## config.mk

```make
export PLATFORM = sky130hd
export DESIGN_NAME = rst_seq_gen
export DESIGN_NICKNAME = d
export VERILOG_FILES = /design/src/rtl/rst_seq_gen.sv
export SDC_FILE = /design/constraint.sdc
export NUM_CORES = 1
export LEC_CHECK = 0
export BUFFER_PORTS_ARGS = -buffer_cell sky130_fd_sc_hd__buf_2
export CAP_MARGIN = 20
export CORE_MARGIN = 4
export CORE_UTILIZATION = 58
export CTS_CLUSTER_SIZE = 30
export DETAILED_ROUTE_END_ITERATION = 8
export PLACE_DENSITY = 0.88
export SYNTH_ARGS = -nofsm -noshare
export SYNTH_HDL_FRONTEND = slang
export SYNTH_SLANG_ARGS = --single-unit
export TNS_END_PERCENT = 10
```

## constraint.sdc

```tcl
create_clock -name i_clk -period 2.59 [get_ports i_clk]
set_input_delay 0.6475 -clock i_clk [delete_from_list [all_inputs] [get_ports i_clk]]
set_output_delay 0.6475 -clock i_clk [all_outputs]
set_load 0.005 [all_outputs]
```

## src/rtl/rst_seq_gen.sv

```systemverilog
// -----------------------------------------------------------------------------
// rst_seq_gen
//
// Staggered reset sequencer. Waits for the (synchronised) lock input, holds
// every reset output for P_RST_CYCLE cycles, then releases the channels one
// at a time, lowest index first, with P_RST_CYCLE cycles between releases.
// Losing lock or a soft-reset request restarts the whole sequence.
//
// The external reset i_rst is asynchronous on assertion. Its deassertion is
// retimed through a P_SYNC_STAGES-flop chain before the FSM may advance.
//
// Optional build macro:
//   RST_SEQ_LOCK_FILTER_EN - require lock_s to be high for 8 consecutive
//                            cycles before leaving WAIT_LOCK.
// -----------------------------------------------------------------------------
module rst_seq_gen #(
    parameter int P_CHANNELS    = 4,    // 1..8
    parameter int P_RST_CYCLE   = 16,   // 0..65535
    parameter int P_SYNC_STAGES = 2     // 2..4
) (
    input  logic                  i_clk,
    input  logic                  i_rst,
    input  logic                  i_lock,
    input  logic                  i_soft_rst,
    output logic [P_CHANNELS-1:0] o_rst,
    output logic                  o_rst_done,
    output logic [1:0]            o_state
);

    typedef enum logic [1:0] {
        ST_WAIT_LOCK = 2'd0,
        ST_HOLD      = 2'd1,
        ST_RELEASE   = 2'd2,
        ST_DONE      = 2'd3
    } state_t;

    // Terminal count of the stagger counter: a phase of P_RST_CYCLE cycles
    // ends on the edge where the counter reads P_RST_CYCLE-1.
    localparam logic [15:0] LP_TERM      = (P_RST_CYCLE == 0) ? 16'd0
                                                              : 16'(P_RST_CYCLE - 1);
    // With a zero-length stagger there is nothing to hold or stagger, so the
    // FSM jumps straight from WAIT_LOCK to DONE.
    localparam bit          LP_ZERO_HOLD = (P_RST_CYCLE == 0);

    // Synchroniser chains
    logic [P_SYNC_STAGES-1:0] rst_sync_q;
    logic [P_SYNC_STAGES-1:0] lock_sync_q;

    // FSM state and registered outputs
    state_t                   state_q;
    logic [P_CHANNELS-1:0]    rst_q;
    logic                     done_q;
    logic [15:0]              cnt_q;

    // Helper terms
    logic                     run_en;
    logic                     lock_s;
    logic                     lock_ok;
    logic                     restart;
    logic [P_CHANNELS-1:0]    rst_shift;
    logic                     last_rel;
    logic                     cnt_hit;
    logic [15:0]              cnt_inc;

    // Reset-release synchroniser: fills with ones after i_rst falls; the FSM
    // only advances once the last stage is set.
    always_ff @(posedge i_clk or posedge i_rst) begin
        if (i_rst) begin
            rst_sync_q <= '0;
        end else begin
            rst_sync_q <= {rst_sync_q[P_SYNC_STAGES-2:0], 1'b1};
        end
    end

    // Lock synchroniser: i_lock is asynchronous to i_clk.
    always_ff @(posedge i_clk or posedge i_rst) begin
        if (i_rst) begin
            lock_sync_q <= '0;
        end else begin
            lock_sync_q <= {lock_sync_q[P_SYNC_STAGES-2:0], i_lock};
        end
    end

    assign run_en  = rst_sync_q[P_SYNC_STAGES-1];
    assign lock_s  = lock_sync_q[P_SYNC_STAGES-1];

    // Lock loss and soft reset share one restart path, so a coincident pair
    // produces exactly one restart.
    assign restart = !lock_s || i_soft_rst;

    // Releasing the next channel is a left shift of the reset vector, which
    // keeps the outputs monotonic (no released bit above a held bit).
    assign rst_shift = rst_q << 1;
    assign last_rel  = (rst_shift == '0);
    assign cnt_hit   = (cnt_q == LP_TERM);
    assign cnt_inc   = (cnt_q == 16'hFFFF) ? cnt_q : (cnt_q + 16'd1);

`ifdef RST_SEQ_LOCK_FILTER_EN
    logic [2:0] filt_q;

    // Lock filter: counts consecutive lock_s highs while waiting for lock;
    // any low sample, a soft reset or leaving WAIT_LOCK clears it.
    always_ff @(posedge i_clk or posedge i_rst) begin
        if (i_rst) begin
            filt_q <= '0;
        end else if (run_en && (state_q == ST_WAIT_LOCK) && lock_s && !i_soft_rst) begin
            if (filt_q != 3'd7) begin
                filt_q <= filt_q + 3'd1;
            end
        end else begin
            filt_q <= '0;
        end
    end

    // Eighth consecutive high sample: seven already counted plus this one.
    assign lock_ok = lock_s && (filt_q == 3'd7);
`else
    assign lock_ok = lock_s;
`endif

    // Sequencer FSM with registered reset vector, done flag and counter.
    always_ff @(posedge i_clk or posedge i_rst) begin
        if (i_rst) begin
            state_q <= ST_WAIT_LOCK;
            rst_q   <= '1;
            done_q  <= 1'b0;
            cnt_q   <= '0;
        end else if (run_en) begin
            case (state_q)
                ST_WAIT_LOCK: begin
                    rst_q  <= '1;
                    done_q <= 1'b0;
                    cnt_q  <= '0;
                    if (!i_soft_rst && lock_ok) begin
                        if (LP_ZERO_HOLD) begin
                            state_q <= ST_DONE;
                            rst_q   <= '0;
                            done_q  <= 1'b1;
                        end else begin
                            state_q <= ST_HOLD;
                        end
                    end
                end

                // HOLD and RELEASE differ only in how many channels are
                // already free; both end a phase by freeing the next one.
                ST_HOLD, ST_RELEASE: begin
                    if (restart) begin
                        state_q <= ST_WAIT_LOCK;
                        rst_q   <= '1;
                        done_q  <= 1'b0;
                        cnt_q   <= '0;
                    end else if (cnt_hit) begin
                        rst_q <= rst_shift;
                        cnt_q <= '0;
                        if (last_rel) begin
                            state_q <= ST_DONE;
                            done_q  <= 1'b1;
                        end else begin
                            state_q <= ST_RELEASE;
                        end
                    end else begin
                        cnt_q <= cnt_inc;
                    end
                end

                ST_DONE: begin
                    cnt_q <= '0;
                    if (restart) begin
                        state_q <= ST_WAIT_LOCK;
                        rst_q   <= '1;
                        done_q  <= 1'b0;
                    end
                end

                default: begin
                    state_q <= ST_WAIT_LOCK;
                    rst_q   <= '1;
                    done_q  <= 1'b0;
                    cnt_q   <= '0;
                end
            endcase
        end
    end

    assign o_rst      = rst_q;
    assign o_rst_done = done_q;
    assign o_state    = state_q;

endmodule

```

==> results.json <==
{
  "logic_depth_of_the_worst_register_to_register_path": 6,
  "detail_route.vias_per_cell": 6.25,
  "grt.met3_usage_pct": 2.23,
  "grt_pass1_wl_mm": 5.09,
  "syn_avg_cell_area_sq_um": 9.51,
  "grt_start_max_net_pins": 28,
  "met2_track_demand_over_resource_pct": 32.3,
  "synth_enable_flop_cells": 0,
  "startpoint_type": "register",
  "port-buffer-count": 10,
  "critical_path_required_ps": 2820,
  "final_net_count": 171,
  "powerDensity_nw_per_um2": 611,
  "drt_pass_1_iters": 4,
  "post_route_cells_drive_above_1_share_pct": 18.4,
  "post_cts_resized": 0,
  "num_vias": 1194,
  "max-clock-path-buffers": 2,
  "postCtsSetupBuffers": 0,
  "gpl.final_weighted_congestion": 0.858,
  "hpwlAfterDp_mm": 2.04,
  "syn-instance-count": 151,
  "synth_nets": 158,
  "cts_made_buffers": 3,
  "worst_clock_skew_ps": 12.9,
  "yosysUniqueCellTypes": 42,
  "path_clk_slew_ps": 140,
  "critical_path_class": "register to register",
  "seq_area_sq_um": 681,
  "slew_violations": 0,
  "dieWidth_microns": 57.8,
  "cts_tree": "yes",
  "detail_route.wirelength_mm": 2.85,
  "htree_num_levels": 1,
  "fill_cells": 182,
  "critical_path_arrival_ps": 2320,
  "chipHeight_microns": 57.8,
  "critical_path.max_stage_delay_ps": 660,
  "ys_seq_elements": 27,
  "design.core.area_sq_um": 2280,
  "unrepaired_setup_endpoints_after_global_routing": "no",
  "final_antenna_net_count": 0,
  "regToRegStartpoint": "cnt_q[0]",
  "global_route_total_usage_across_every_layer_pct": 19.2,
  "clk_root_buffer_cell": "sky130_fd_sc_hd__clkbuf_4",
  "die_area_sq_um": 3340,
  "design_area_sq_um": 1530,
  "max-slew-margin-rel_pct": 57.1,
  "period_minus_slack_ps": 2090,
  "finalHoldViolCount": 0,
  "worstMarginPinSlew_ps": 638,
  "clock_insertion_delay_worst_skew_ps": 330,
  "drt-initial-drc-count": 66,
  "setup_tns_ps": 0,
  "grt_pass1_vias": 1185,
  "number_of_antenna_violations_at_the_first_check_in_global_routing": 0,
  "maxClockFrequency_mhz": 478,
  "io_pins": 11,
  "areaGrowthSynthToFinish_pct": 6.71,
  "grtUsageMet1_pct": 24.2,
  "timing.rr.end": "cnt_q[1]",
  "synth.yosys.warnings": 0,
  "path_max_fanout": 13,
  "timing.critical_path.slowest_stage_cell": "sky130_fd_sc_hd__or4_4",
  "yosys.cell_count.top_type": "sky130_fd_sc_hd__dfrtp_1",
  "cts_hold_buf": 0,
  "critical_path.cell_chain": "ha_1, nand4_2, or4_4, and3_2, o21ai_1, o21ai_0",
  "cap_viol_max_count": 0,
  "detail_route.drc_violations": 0,
  "synth.yosys.seq_area_share_pct": 47.4,
  "synth_top_cell_by_area": "sky130_fd_sc_hd__dfrtp_1",
  "top_usage_layer": "met2",
  "crit_path_end_kind": "register",
  "multiInputGateArea_sq_um": 691,
  "cts.sink_count": 27,
  "timing.final.crit_share_pct": 80.7,
  "synth_largest_type_area_fraction_pct": 40.1,
  "post_drt_wl_per_cell_microns": 14.9,
  "hold_path_class": "input port to asynchronous set/reset pin",
  "synthArstFlopShare_pct": 100,
  "synth.top_cells.by_count": "23 x sky130_fd_sc_hd__dfrtp_1, 21 x sky130_fd_sc_hd__nor2_1, 10 x sky130_fd_sc_hd__nand2_1",
  "rrSetupSlack_ps": 500,
  "static-leakage-power_nw": 0.674,
  "run_status": "complete, no violations",
  "grt-ovfl-total": 0,
  "synth_area_sq_um": 1440,
  "initial_core_utilization_pct": 63.1,
  "synthFlopType": "sky130_fd_sc_hd__dfrtp_1",
  "finalSetupViolations": 0,
  "rows": 17,
  "place_area_sq_um": 1510,
  "synth.top_cells.by_area": "sky130_fd_sc_hd__dfrtp_1 40%, sky130_fd_sc_hd__dfstp_2 7.3%, sky130_fd_sc_hd__nor2_1 5.5%",
  "ir_worst_vdd_uv": 536,
  "antenna_cells_inserted": 0
}
kinds of logic after synthesis:
kind of cell | synth area share (%)
and+or+nand+nor | 26.7
DFF | 47.4
AOI/OAI and AO/OA | 12.3
buffers and inverters | 4.53
xor gates and xnor gates | 5.49
adders and majority gates | 2.61
other | 0.261
muxes | 0.697
placed cells by master, fill, tap and decap left out, types with 2 or more instances in the layout:
cell,Yosys,routed
sky130_fd_sc_hd__dfrtp_1,23,23
sky130_fd_sc_hd__nor2_1,21,21
sky130_fd_sc_hd__nand2_1,10,10
sky130_fd_sc_hd__buf_2,1,10
sky130_fd_sc_hd__nand3_1,9,9
sky130_fd_sc_hd__xor2_1,9,9
sky130_fd_sc_hd__nand4_1,8,8
sky130_fd_sc_hd__inv_1,7,7
sky130_fd_sc_hd__and3_1,5,5
sky130_fd_sc_hd__a21oi_1,5,5
sky130_fd_sc_hd__and2_1,4,4
sky130_fd_sc_hd__a31oi_1,4,4
sky130_fd_sc_hd__o21ai_0,4,4
sky130_fd_sc_hd__dfstp_2,4,4
sky130_fd_sc_hd__nor4_1,3,3
sky130_fd_sc_hd__ha_1,3,3
sky130_fd_sc_hd__clkbuf_4,1,3
sky130_fd_sc_hd__buf_4,0,3
sky130_fd_sc_hd__and3_2,2,2
sky130_fd_sc_hd__nor3_1,2,2
sky130_fd_sc_hd__o22ai_1,2,2
sky130_fd_sc_hd__nand3_2,2,2
report_power, final:
group	internal [W]	switching [W]	leakage, nW
registers	0.000466	0.0000366	0.349
logic	0.000108	0.000147	0.306
clock network	0.0000580	0.000122	0.0177
per-layer routing:
layer | routed length [microns] | up-vias | share of wire [%]
met2 | 1420 | 46 | 50
met4 | 76 | 0 | 2.7
li1 | - | 567 | -
met3 | 171 | 9 | 6.0
met1 | 1190 | 572 | 42
met5 | 0 | - | 0
worst max-delay path by stage:
stage | start | end | cells after the start
floorplan | cnt_q[0] | cnt_q[10] | 7
global placement | i_soft_rst | o_state[1] | 6
detailed placement | i_soft_rst | o_state[1] | 6
finish | cnt_q[0] | cnt_q[1] | 6
global route | cnt_q[1] | cnt_q[1] | 6
CTS | cnt_q[0] | cnt_q[1] | 6
area by class of cell:
cell class,count,share of cell area [%]
sequential,27,44.4
multi-input combinational,112,45.1
clock buffer,3,1.47
inverter,7,1.71
clock inverter,1,0.327
tap,28,2.29
timing repair buffer,13,4.73
registers in the layout, indices dropped and copies added, names as in the netlist:
register     flops
lock_sync_q      2
o_rst_done       1
cnt_q           16
o_state          2
rst_sync_q       2
o_rst            4
worst max-delay path, delay by kind of cell (launching register included):
family,cells,cell delay [ps]
simple gates,3,1080
flops,1,420
fa+ha+maj,1,280
compound gates,2,210
per-stage QoR:
stage	total power, W	util [%]	hold WS (ps)	worst slack [ps]	instances
floorplan	0.000684	-	331	725	151
global placement	0.000739	66.1	335	586	187
detailed placement	0.000763	66.1	335	522	187
CTS	0.000940	67.3	348	520	191
global route	0.00100	67.3	365	355	191
finish	0.000937	67.3	333	500	191
Power figures use the tool's default switching activity.
